File: src/rtl/lsu_pkg.sv
`default_nettype none
// ============================================================================
//  Module      : lsu_pkg
//  Description : Shared encodings for the load/store sequencer: access size
//                codes, FSM state enum and the size-to-byte-mask helper.
//                The ISSUE1/WAIT1 states are only reachable when
//                LSU_MISALIGN_SPLIT_EN is defined.
//  Revision    : 1.0 - initial release
// ============================================================================
package lsu_pkg;

    localparam logic [1:0] SZ_BYTE = 2'b00;
    localparam logic [1:0] SZ_HALF = 2'b01;
    localparam logic [1:0] SZ_WORD = 2'b10;
    localparam logic [1:0] SZ_ILL  = 2'b11;

    typedef enum logic [2:0] {
        ST_IDLE   = 3'd0,
        ST_ISSUE0 = 3'd1,
        ST_WAIT0  = 3'd2,
        ST_ISSUE1 = 3'd3,
        ST_WAIT1  = 3'd4,
        ST_RESP   = 3'd5
    } lsu_state_e;

    // Byte-enable pattern of an access before it is shifted to its lane.
    function automatic logic [3:0] size_mask(input logic [1:0] size);
        logic [3:0] mask;
        case (size)
            SZ_BYTE: mask = 4'b0001;
            SZ_HALF: mask = 4'b0011;
            SZ_WORD: mask = 4'b1111;
            default: mask = 4'b0000;
        endcase
        return mask;
    endfunction

endpackage
`default_nettype wire

File: src/rtl/lsu_ctrl_if.sv
`default_nettype none
// ============================================================================
//  Module      : lsu_ctrl_if
//  Description : Request/response and data-memory bus bundle of the
//                load/store sequencer. The slave modport is the sequencer's
//                view; the master modport is the execute stage + memory side.
//  Revision    : 1.0 - initial release
// ============================================================================
interface lsu_ctrl_if #(
    parameter int ADDR_W = 32
);
    logic              req_valid;
    logic              req_ready;
    logic              req_we;
    logic [1:0]        req_size;
    logic              req_unsigned;
    logic [ADDR_W-1:0] req_addr;
    logic [31:0]       req_wdata;
    logic              rsp_valid;
    logic [31:0]       rsp_rdata;
    logic              rsp_err;
    logic              mem_req;
    logic              mem_gnt;
    logic [ADDR_W-1:0] mem_addr;
    logic              mem_we;
    logic [3:0]        mem_be;
    logic [31:0]       mem_wdata;
    logic              mem_rvalid;
    logic [31:0]       mem_rdata;

    modport slave (
        input  req_valid, req_we, req_size, req_unsigned, req_addr, req_wdata,
        output req_ready, rsp_valid, rsp_rdata, rsp_err,
        output mem_req, mem_addr, mem_we, mem_be, mem_wdata,
        input  mem_gnt, mem_rvalid, mem_rdata
    );

    modport master (
        output req_valid, req_we, req_size, req_unsigned, req_addr, req_wdata,
        input  req_ready, rsp_valid, rsp_rdata, rsp_err,
        input  mem_req, mem_addr, mem_we, mem_be, mem_wdata,
        output mem_gnt, mem_rvalid, mem_rdata
    );
endinterface
`default_nettype wire

File: src/rtl/lsu_load_align.sv
`default_nettype none
// ============================================================================
//  Module      : lsu_load_align
//  Description : Combinational load-data aligner. Shifts the two captured
//                beats {hi, lo} right by the byte offset, truncates to the
//                access size and sign- or zero-extends to 32 bits.
//  Revision    : 1.0 - initial release
// ============================================================================
module lsu_load_align
    import lsu_pkg::*;
(
    input  wire logic [63:0] i_data,
    input  wire logic [1:0]  i_offset,
    input  wire logic [1:0]  i_size,
    input  wire logic        i_unsigned,
    output logic      [31:0] o_data
);

    logic [31:0] w_win;

    // Select the addressed window and extend it to a full word.
    always_comb begin
        w_win  = 32'(i_data >> {i_offset, 3'b000});
        o_data = w_win;
        case (i_size)
            SZ_BYTE: o_data = i_unsigned ? {24'b0, w_win[7:0]}
                                         : {{24{w_win[7]}}, w_win[7:0]};
            SZ_HALF: o_data = i_unsigned ? {16'b0, w_win[15:0]}
                                         : {{16{w_win[15]}}, w_win[15:0]};
            default: o_data = w_win;
        endcase
    end

endmodule
`default_nettype wire

File: src/rtl/lsu_ctrl.sv
`default_nettype none
// ============================================================================
//  Module      : lsu_ctrl
//  Description : Load/store sequencer between execute and the data-memory
//                port. One request in flight; word-aligned bus beats with
//                byte enables; extended load data on completion.
//                Build option LSU_MISALIGN_SPLIT_EN: when defined, accesses
//                crossing a word boundary are split into two beats; when
//                undefined they complete with rsp_err and no bus activity.
//  Revision    : 1.0 - initial release
// ============================================================================
module lsu_ctrl
    import lsu_pkg::*;
#(
    parameter int ADDR_W = 32
) (
    input  wire logic  clk,
    input  wire logic  rst_n,
    lsu_ctrl_if.slave  bus
);

    lsu_state_e        r_state;
    lsu_state_e        w_next;
    logic              r_req_ready;
    logic              r_we;
    logic [1:0]        r_size;
    logic              r_unsigned;
    logic [1:0]        r_off;
    logic              r_err;
    logic [ADDR_W-1:0] r_waddr;
    logic [31:0]       r_wdata;
    logic [31:0]       r_lo;
`ifdef LSU_MISALIGN_SPLIT_EN
    logic [31:0]       r_hi;
    logic              r_split;
`endif

    logic        w_accept;
    logic        w_cross;
    logic        w_bad;
    logic [7:0]  w_mask8;
    logic [63:0] w_wdata64;
    logic [63:0] w_ld_beats;
    logic [31:0] w_ld_data;

    assign w_accept = bus.req_valid & r_req_ready;

    // Does the incoming access straddle a word boundary?
    assign w_cross = ((bus.req_size == SZ_HALF) && (bus.req_addr[1:0] == 2'b11)) ||
                     ((bus.req_size == SZ_WORD) && (bus.req_addr[1:0] != 2'b00));

`ifdef LSU_MISALIGN_SPLIT_EN
    assign w_bad      = (bus.req_size == SZ_ILL);
    assign w_ld_beats = {r_hi, r_lo};
`else
    assign w_bad      = (bus.req_size == SZ_ILL) | w_cross;
    assign w_ld_beats = {32'b0, r_lo};
`endif

    // Lane placement of both beats, derived only from latched request state.
    assign w_mask8   = {4'b0000, size_mask(r_size)} << r_off;
    assign w_wdata64 = {32'b0, r_wdata} << {r_off, 3'b000};

    lsu_load_align u_load_align (
        .i_data     (w_ld_beats),
        .i_offset   (r_off),
        .i_size     (r_size),
        .i_unsigned (r_unsigned),
        .o_data     (w_ld_data)
    );

    // State register plus registered request-ready (low while in reset).
    always_ff @(posedge clk or negedge rst_n) begin
        if (!rst_n) begin
            r_state     <= ST_IDLE;
            r_req_ready <= 1'b0;
        end else begin
            r_state     <= w_next;
            r_req_ready <= (w_next == ST_IDLE);
        end
    end

    // Next-state decode.
    always_comb begin
        w_next = r_state;
        case (r_state)
            ST_IDLE:   if (w_accept) w_next = w_bad ? ST_RESP : ST_ISSUE0;
            ST_ISSUE0: if (bus.mem_gnt) w_next = ST_WAIT0;
`ifdef LSU_MISALIGN_SPLIT_EN
            ST_WAIT0:  if (bus.mem_rvalid) w_next = r_split ? ST_ISSUE1 : ST_RESP;
            ST_ISSUE1: if (bus.mem_gnt) w_next = ST_WAIT1;
            ST_WAIT1:  if (bus.mem_rvalid) w_next = ST_RESP;
`else
            ST_WAIT0:  if (bus.mem_rvalid) w_next = ST_RESP;
`endif
            ST_RESP:   w_next = ST_IDLE;
            default:   w_next = ST_IDLE;
        endcase
    end

    // Request latches and captured read beats.
    always_ff @(posedge clk or negedge rst_n) begin
        if (!rst_n) begin
            r_we       <= 1'b0;
            r_size     <= 2'b00;
            r_unsigned <= 1'b0;
            r_off      <= 2'b00;
            r_err      <= 1'b0;
            r_waddr    <= '0;
            r_wdata    <= 32'b0;
            r_lo       <= 32'b0;
`ifdef LSU_MISALIGN_SPLIT_EN
            r_hi       <= 32'b0;
            r_split    <= 1'b0;
`endif
        end else begin
            if ((r_state == ST_IDLE) && w_accept) begin
                r_we       <= bus.req_we;
                r_size     <= bus.req_size;
                r_unsigned <= bus.req_unsigned;
                r_off      <= bus.req_addr[1:0];
                r_err      <= w_bad;
                r_waddr    <= {bus.req_addr[ADDR_W-1:2], 2'b00};
                r_wdata    <= bus.req_wdata;
                r_lo       <= 32'b0;
`ifdef LSU_MISALIGN_SPLIT_EN
                r_hi       <= 32'b0;
                r_split    <= w_cross;
`endif
            end
            if ((r_state == ST_WAIT0) && bus.mem_rvalid) begin
                r_lo <= bus.mem_rdata;
            end
`ifdef LSU_MISALIGN_SPLIT_EN
            if ((r_state == ST_WAIT1) && bus.mem_rvalid) begin
                r_hi <= bus.mem_rdata;
            end
`endif
        end
    end

    // Bus and response outputs decoded from state and latched request.
    always_comb begin
        bus.req_ready = r_req_ready;
        bus.mem_req   = 1'b0;
        bus.mem_addr  = '0;
        bus.mem_we    = 1'b0;
        bus.mem_be    = 4'b0000;
        bus.mem_wdata = 32'b0;
        bus.rsp_valid = 1'b0;
        bus.rsp_err   = 1'b0;
        bus.rsp_rdata = 32'b0;
        case (r_state)
            ST_ISSUE0: begin
                bus.mem_req   = 1'b1;
                bus.mem_addr  = r_waddr;
                bus.mem_we    = r_we;
                bus.mem_be    = w_mask8[3:0];
                bus.mem_wdata = w_wdata64[31:0];
            end
`ifdef LSU_MISALIGN_SPLIT_EN
            ST_ISSUE1: begin
                bus.mem_req   = 1'b1;
                bus.mem_addr  = r_waddr + ADDR_W'(4);
                bus.mem_we    = r_we;
                bus.mem_be    = w_mask8[7:4];
                bus.mem_wdata = w_wdata64[63:32];
            end
`endif
            ST_RESP: begin
                bus.rsp_valid = 1'b1;
                bus.rsp_err   = r_err;
                bus.rsp_rdata = (r_err || r_we) ? 32'b0 : w_ld_data;
            end
            default: ;
        endcase
    end

endmodule
`default_nettype wire

File: src/flat_wrapper.sv
// flat-port wrapper written by rule: the top's interface ports become plain ports
module lsu_ctrl_flat import lsu_pkg::*;
#(
    parameter int ADDR_W = 32
)
  (clk, rst_n, bus_req_valid, bus_req_we, bus_req_size, bus_req_unsigned, bus_req_addr, bus_req_wdata, bus_req_ready, bus_rsp_valid, bus_rsp_rdata, bus_rsp_err, bus_mem_req, bus_mem_addr, bus_mem_we, bus_mem_be, bus_mem_wdata, bus_mem_gnt, bus_mem_rvalid, bus_mem_rdata);
  lsu_ctrl_if #(.ADDR_W(ADDR_W)) bus_i ();
  input  wire logic clk;
  input  wire logic rst_n;
  input wire logic [$bits(bus_i.req_valid)-1:0] bus_req_valid;
  input wire logic [$bits(bus_i.req_we)-1:0] bus_req_we;
  input wire logic [$bits(bus_i.req_size)-1:0] bus_req_size;
  input wire logic [$bits(bus_i.req_unsigned)-1:0] bus_req_unsigned;
  input wire logic [$bits(bus_i.req_addr)-1:0] bus_req_addr;
  input wire logic [$bits(bus_i.req_wdata)-1:0] bus_req_wdata;
  output wire logic [$bits(bus_i.req_ready)-1:0] bus_req_ready;
  output wire logic [$bits(bus_i.rsp_valid)-1:0] bus_rsp_valid;
  output wire logic [$bits(bus_i.rsp_rdata)-1:0] bus_rsp_rdata;
  output wire logic [$bits(bus_i.rsp_err)-1:0] bus_rsp_err;
  output wire logic [$bits(bus_i.mem_req)-1:0] bus_mem_req;
  output wire logic [$bits(bus_i.mem_addr)-1:0] bus_mem_addr;
  output wire logic [$bits(bus_i.mem_we)-1:0] bus_mem_we;
  output wire logic [$bits(bus_i.mem_be)-1:0] bus_mem_be;
  output wire logic [$bits(bus_i.mem_wdata)-1:0] bus_mem_wdata;
  input wire logic [$bits(bus_i.mem_gnt)-1:0] bus_mem_gnt;
  input wire logic [$bits(bus_i.mem_rvalid)-1:0] bus_mem_rvalid;
  input wire logic [$bits(bus_i.mem_rdata)-1:0] bus_mem_rdata;
  assign bus_i.req_valid = bus_req_valid;
  assign bus_i.req_we = bus_req_we;
  assign bus_i.req_size = bus_req_size;
  assign bus_i.req_unsigned = bus_req_unsigned;
  assign bus_i.req_addr = bus_req_addr;
  assign bus_i.req_wdata = bus_req_wdata;
  assign bus_req_ready = bus_i.req_ready;
  assign bus_rsp_valid = bus_i.rsp_valid;
  assign bus_rsp_rdata = bus_i.rsp_rdata;
  assign bus_rsp_err = bus_i.rsp_err;
  assign bus_mem_req = bus_i.mem_req;
  assign bus_mem_addr = bus_i.mem_addr;
  assign bus_mem_we = bus_i.mem_we;
  assign bus_mem_be = bus_i.mem_be;
  assign bus_mem_wdata = bus_i.mem_wdata;
  assign bus_i.mem_gnt = bus_mem_gnt;
  assign bus_i.mem_rvalid = bus_mem_rvalid;
  assign bus_i.mem_rdata = bus_mem_rdata;
  lsu_ctrl #(.ADDR_W(ADDR_W)) u_core (.clk(clk), .rst_n(rst_n), .bus(bus_i));
endmodule
File: config.mk
export PLATFORM = sky130hd
export DESIGN_NAME = lsu_ctrl_flat
export DESIGN_NICKNAME = d
export VERILOG_FILES = /design/src/rtl/lsu_pkg.sv /design/src/rtl/lsu_ctrl_if.sv /design/src/rtl/lsu_load_align.sv /design/src/rtl/lsu_ctrl.sv /design/src/flat_wrapper.sv
export SDC_FILE = /design/constraint.sdc
export NUM_CORES = 1
export LEC_CHECK = 0
export ABC_AREA = 1
export BUFFER_PORTS_ARGS = -buffer_cell sky130_fd_sc_hd__buf_2
export CAP_MARGIN = 30
export CORE_ASPECT_RATIO = 1.2
export CORE_MARGIN = 1
export CORE_UTILIZATION = 52
export DETAILED_ROUTE_END_ITERATION = 6
export PLACE_DENSITY = 0.81
export SLEW_MARGIN = 20
export SYNTH_ARGS = -nofsm -noshare
export SYNTH_HDL_FRONTEND = slang
export SYNTH_HIERARCHICAL = 1
export SYNTH_SLANG_ARGS = --single-unit
File: constraint.sdc
create_clock -name clk -period 2.2 [get_ports clk]
set_input_delay 0.22 -clock clk [delete_from_list [all_inputs] [get_ports clk]]
set_output_delay 0.22 -clock clk [all_outputs]
set_load 0.03 [all_outputs]
-- Word level (Yosys, flattened, before mapping)
Cells that the tools add are included.
- logic and storage cells: 55
- register bits after elaboration: 105
- output and inout port bits: 105
- mux-type cells: 20
- reductions and logical operators: 11
- shift-type cells: 3
- equality and inequality tests: 9
- bitwise gates (word level): 2
- operators by type and width (cell ; number):
    $mux W32 ; 8
    $pmux W32 S2 ; 1
    $shl A32 B5 Y32 ; 1
    $shr A32 B5 Y32 ; 1
    $mux W3 ; 4
    $pmux W4 S3 ; 1
    $pmux W3 S3 ; 1
    $eq A2 B2 Y1 const B ; 4
    $logic_not A3 Y1 ; 2
    $eq A2 B1 Y1 const B ; 2
    $logic_and A1 B1 Y1 ; 4
    $mux W1 ; 4
    $mux W4 ; 1
    $reduce_bool A2 Y1 ; 2
    $shl A4 B2 Y4 ; 1
    $eq A3 B1 Y1 const B ; 1
    $eq A3 B2 Y1 const B ; 1
    $eq A3 B3 Y1 const B ; 1
    $logic_not A2 Y1 ; 1
    $logic_or A1 B1 Y1 ; 2
    $and A1 B1 Y1 ; 1
    $or A1 B1 Y1 ; 1

-- Logic depth before layout (Yosys ltp)
- word-level depth: 8
- gate-level depth with buffers: 9
- gate-level depth less buffers: 8

-- Modules after synthesis
The synthesis kept the hierarchy.
- by module, submodules not included (module ; area an instance (µm²) ; times used ; cells each):
    lsu_ctrl ; 5465.2 ; 1 ; 724
    lsu_load_align ; 1137.3 ; 1 ; 240

-- Least setup slack after synthesis
No wires, ideal clock.
- kind: register -> output
- from: register u_core.r_size[1]
- to: output port bus_rsp_rdata[18]
- slack: 0.223 ns
- required time: 1.980 ns
- cell stages (with the launch flop): 10
- data arrival time: 1.757 ns
- path through: dfrtp_1 > buf_6 > or2_1 > buf_6 > nor2_4 > nand3_4 > buf_6 > nand3_1 > nand2_1 > nor2_1
- word-level cells in the longest chain between the ends: 4
- elaborated cells between the ends (all ways): 5
- RTL lines (element ; line ; text):
    start, declared ; lsu_ctrl.sv:26 ; logic [1:0] r_size;
    start signal, assigned ; lsu_ctrl.sv:119 ; r_size <= bus.req_size;
    $eq A2 B1 Y1 or $logic_not A2 Y1 (tied branches) ; lsu_load_align.sv:25 ; case (i_size)
    $pmux W32 S2 (*) ; lsu_load_align.sv:25 ;
    named net u_core.w_ld_data[18] ; lsu_ctrl.sv:44 ; logic [31:0] w_ld_data;
    $mux W32 (*) ; lsu_ctrl.sv:173 ; bus.rsp_rdata = (r_err || r_we) ? 32'b0 : w_ld_data;
    $mux W32 (*) ; lsu_ctrl.sv:153 ; case (r_state)
    end, declared ; flat_wrapper.sv:18 ; output wire logic [$bits(bus_i.rsp_rdata)-1:0] bus_rsp_rdata;
The timed path passes the listed nets; every way through them passes the cells marked *.

-- Worst setup path in the final report
- from: register u_core.r_size[0]
- to: output port bus_rsp_rdata[25]
Same word-level chain as after synthesis.

==> tab_implementation.tex <==
\begin{tabular}{lr}
\hline
Metric & Value \\
\hline
\multicolumn{2}{l}{\textbf{Run status}} \\
Outcome & finished clean \\
\multicolumn{2}{l}{\textbf{STA}} \\
Final Hold Violating Endpoints & 0 \\
Worst Skew & 0.00600 ns \\
Max-slew violations & 0 \\
Peak Freq & 468 MHz \\
Final worst-path cycle share & 97.2\% \\
RSZ-0062 raised after global routing & yes \\
Final critical-path required period & 2.14 ns \\
Setup violators final & 0 \\
Transition at the pin with the smallest max-transition slack & 0.578 ns \\
Worst slew margin relative to its limit & 61.4\% \\
Worst slack on hold paths & 0.0703 ns \\
\multicolumn{2}{l}{\textbf{Cells and area}} \\
Total Nets Final & 1,294 \\
Area occupied by multi-input gates & 3460 sq um \\
Fraction of layout instances using a drive strength above 1 & 26.6\% \\
Final Instance Area & 8320 sq um \\
Seq. cell area & 2630 sq um \\
Area growth from synthesis to layout & 25.9\% \\
Filler Cells Inserted & 1,091 \\
\multicolumn{2}{l}{\textbf{Die}} \\
Number of placed I/O pins & 210 \\
Die boundary width & 105 microns \\
Effective utilization at floorplan & 54.0\% \\
Row Count & 44 \\
Core region area & 12,200 sq um \\
Die Outline Area & 13,200 sq um \\
Die height & 125 microns \\
\multicolumn{2}{l}{\textbf{Drt}} \\
Avg WL per Cell & 13.7 microns \\
Avg Vias per Cell & 5.02 \\
Total DRC errors in the routed layout & 0 \\
Routed Antenna Nets & 0 \\
Wire length after detailed routing & 18,600 microns \\
First-iteration detailed-routing DRC count & 414 \\
DR pass1 iterations & 6 \\
Routed via count & 6,794 \\
\multicolumn{2}{l}{\textbf{Pwr}} \\
Clock network fraction of design power & 13.1\% \\
Psw & 6.00 mW \\
Switching power share of the total & 50.5\% \\
Combinational share of power & 59.3\% \\
Worst voltage drop across the vdd grid & 0.946 mV \\
Power per cell area & 1430 nW/um\^{}2 \\
Power Total & 11.9 mW \\
Sequential share of power & 27.6\% \\
Leak Pwr & 4.58 nW \\
Cell-internal power & 5.89 mW \\
\multicolumn{2}{l}{\textbf{Global route}} \\
First-pass GRT wire length & 29,000 microns \\
Total grt overflow & 0 \\
Largest net degree at the start of global routing & 94 \\
Number of global-route vias before repair & 5,920 \\
Overall track demand over capacity in global routing & 27.5\% \\
Number of antenna violations at the first check in global routing & 1 \\
\multicolumn{2}{l}{\textbf{Critical path}} \\
Worst-path cell chain & or2\_4 > nor2\_4 > nand3\_2 > nand3\_1 > nand2\_1 > nor2\_1 > buf\_2 \\
Register-to-Register Setup Slack & 0.64 ns \\
Worst setup SP type & register \\
Cell type of the slowest stage on the worst timing path & sky130\_fd\_sc\_hd\_\_dfrtp\_1 \\
Maximum fanout encountered on the critical timing path & 6 \\
CP arrival & 1.92 ns \\
Required @ worst endpoint & 1.98 ns \\
Class of the most critical setup path & reg2out \\
Sort of element at the end of the critical path & output pin \\
CP peak stage delay & 0.42 ns \\
\multicolumn{2}{l}{\textbf{Yosys}} \\
Cells after synthesis & 964 \\
Post-synthesis instance area & 6600 sq um \\
Sequential cell area fraction in the yosys report & 39.8\% \\
Post-synth cell types & 31 \\
Warnings, synthesis & 6 \\
Post-synthesis average cell area & 6.85 sq um \\
Total of flip-flops plus latches after synthesis & 105 \\
\multicolumn{2}{l}{\textbf{Place}} \\
Instance area at placement & 7770 sq um \\
Placer's final routability congestion estimate & 0.895 \\
Quantity of I/O buffers inserted on ports & 207 \\
Sum of net half-perimeters after detailed placement & 12,900 microns \\
\multicolumn{2}{l}{\textbf{CTS}} \\
Clock sink total & 105 \\
Root buffer cell & sky130\_fd\_sc\_hd\_\_clkbuf\_16 \\
Maximum number of buffers from clock root to sink & 2 \\
Number of buffers created by CTS & 9 \\
Reg clk slew, reported paths & 0.08 ns \\
Clock tree from TritonCTS & built \\
Skew-Pair Late Insertion Delay & 0.34 ns \\
CTS H-Tree Depth & 3 \\
\multicolumn{2}{l}{\textbf{Worst hold path}} \\
Classification of the worst-slack hold path & in2reg \\
\multicolumn{2}{l}{\textbf{Flow run}} \\
Count of max-cap constraint violations & 0 \\
\hline
\end{tabular}
[power groups by stage]
stage               Combinational [mW]  Clock [mW]  Sequential, mW
CTS                               6.63        1.58            3.26
finish                            7.05        1.56            3.28
detailed placement                6.51           0            3.27
global placement                  6.42           0            3.25
floorplan                         5.20           0            3.13
global route                      7.72        1.66            3.36
[per-stage QoR]
| step | setup TNS (ns) | worst slack (ns) | std cells | utilization [%] |
|---|---|---|---|---|
| finish | 0 | 0.0613 | 1354 | 68.0 |
| CTS | 0 | 0.00264 | 1343 | 66.4 |
| floorplan | 0 | 0.223 | 1005 | - |
| global route | -0.461 | -0.0565 | 1353 | 68.0 |
| global placement | 0 | 0.309 | 1325 | 63.6 |
| detailed placement | 0 | 0.282 | 1325 | 63.6 |
[worst paths after layout]
kind / to / start / cells past startpoint
max reg2reg: u_core/r_wdata[0]$_DFFE_PN0P_ / u_core/r_state[2]$_DFF_PN0_ / 6
min: u_core/r_wdata[15]$_DFFE_PN0P_ / bus_req_wdata[15] / 3
max in group asynchronous: u_core/r_off[0]$_DFFE_PN0P_ / rst_n / 3
min reg2reg: u_core/r_err$_DFFE_PN0P_ / u_core/r_err$_DFFE_PN0P_ / 2
max: bus_rsp_rdata[25] / u_core/r_size[0]$_DFFE_PN0P_ / 7
min in group asynchronous: u_core/r_wdata[15]$_DFFE_PN0P_ / rst_n / 2
[logic make-up after synthesis]
kind of cell / synth area share [%]
buffers and inverters: 11.1
other: 0.0568
AOI/OAI and AO/OA: 10.0
adders and majority gates: 0.379
DFF: 39.8
and+or+nand+nor: 38.7
[cell usage in the layout (no fill, tap or decap), drive strengths merged, types with 4 or more instances in the layout]
master	n
nand4	4
dfrtp	105
a22oi	7
o21ai	86
conb	42
buf	232
inv	73
clkbuf	16
nand2	361
a21oi	16
nor3	10
nor2	97
nand3	131
clkinv	4
[metal layers]
layer	track usage (%)	vias up	routed length, microns
met4	8.12	0	341
met1	36.4	3005	7580
met3	6.05	27	1540
met2	45.3	304	9110
li1	-	3458	-
met5	0	-	0
[final cells by class]
type | count | share of cell area [%]
Tap cell | 161 | 2.42
Clock buffer | 10 | 2.75
Timing Repair Buffer | 240 | 17.4
Sequential cell | 105 | 31.6
Multi-Input combinational cell | 759 | 41.6
Clock inverter | 6 | 0.752
Inverter | 72 | 3.36
Antenna cell | 1 | 0.0301
[worst max-delay path, delay by kind of cell (launching register included)]
kind | cells | cell delay [ns]
simple gates | 6 | 0.96
flops | 1 | 0.42
buf+inv | 1 | 0.20
[state kept, by name, indices dropped and copies added (netlist names)]
signal / count
u_core/r_we: 1
u_core/r_err: 1
u_core/r_off: 2
u_core/r_wdata: 32
u_core/r_waddr: 30
u_core/r_unsigned: 1
u_core/r_size: 2
u_core/bus.req_ready: 1
u_core/r_lo: 32
u_core/r_state: 3
[synth_stat cells]
library cell | count | area (sq um)
sky130_fd_sc_hd__clkbuf_8 | 1 | 13.8
sky130_fd_sc_hd__nand3_1 | 126 | 631
sky130_fd_sc_hd__inv_2 | 6 | 22.5
sky130_fd_sc_hd__nor3_1 | 7 | 35.0
sky130_fd_sc_hd__buf_1 | 2 | 7.51
sky130_fd_sc_hd__nand4_1 | 3 | 18.8
sky130_fd_sc_hd__or2_1 | 1 | 6.26
sky130_fd_sc_hd__nor3_2 | 2 | 20.0
sky130_fd_sc_hd__buf_2 | 29 | 145
sky130_fd_sc_hd__o21ai_2 | 26 | 228
sky130_fd_sc_hd__dfrtp_1 | 105 | 2630
sky130_fd_sc_hd__nand3_2 | 2 | 20.0
sky130_fd_sc_hd__and2_1 | 1 | 6.26
sky130_fd_sc_hd__a21oi_1 | 16 | 80.1
sky130_fd_sc_hd__o21ai_1 | 20 | 100
sky130_fd_sc_hd__nor3_4 | 1 | 16.3
sky130_fd_sc_hd__nand4_4 | 1 | 21.3
sky130_fd_sc_hd__ha_1 | 2 | 25.0
sky130_fd_sc_hd__inv_1 | 66 | 248
sky130_fd_sc_hd__o21ai_0 | 40 | 200
sky130_fd_sc_hd__clkbuf_1 | 15 | 56.3
sky130_fd_sc_hd__or2_2 | 1 | 6.26
sky130_fd_sc_hd__conb_1 | 1 | 3.75
sky130_fd_sc_hd__buf_4 | 8 | 60.1
sky130_fd_sc_hd__buf_6 | 16 | 180
sky130_fd_sc_hd__nand2_2 | 8 | 50.1
sky130_fd_sc_hd__nor2_1 | 95 | 357
sky130_fd_sc_hd__nor2_4 | 2 | 22.5
sky130_fd_sc_hd__a22oi_1 | 7 | 52.6
sky130_fd_sc_hd__nand3_4 | 1 | 17.5
sky130_fd_sc_hd__nand2_1 | 353 | 1330
[timing repair]
action	in CTS	in global routing
resized for setup	4	46
endpoints found under the hold margin	40	0
endpoints found under the setup margin	30	44
gates cloned	1	3
buffers inserted	0	7
pin swaps	0	3
hold buffers	1	0
No activity file was read; power rests on OpenSTA's default activity.
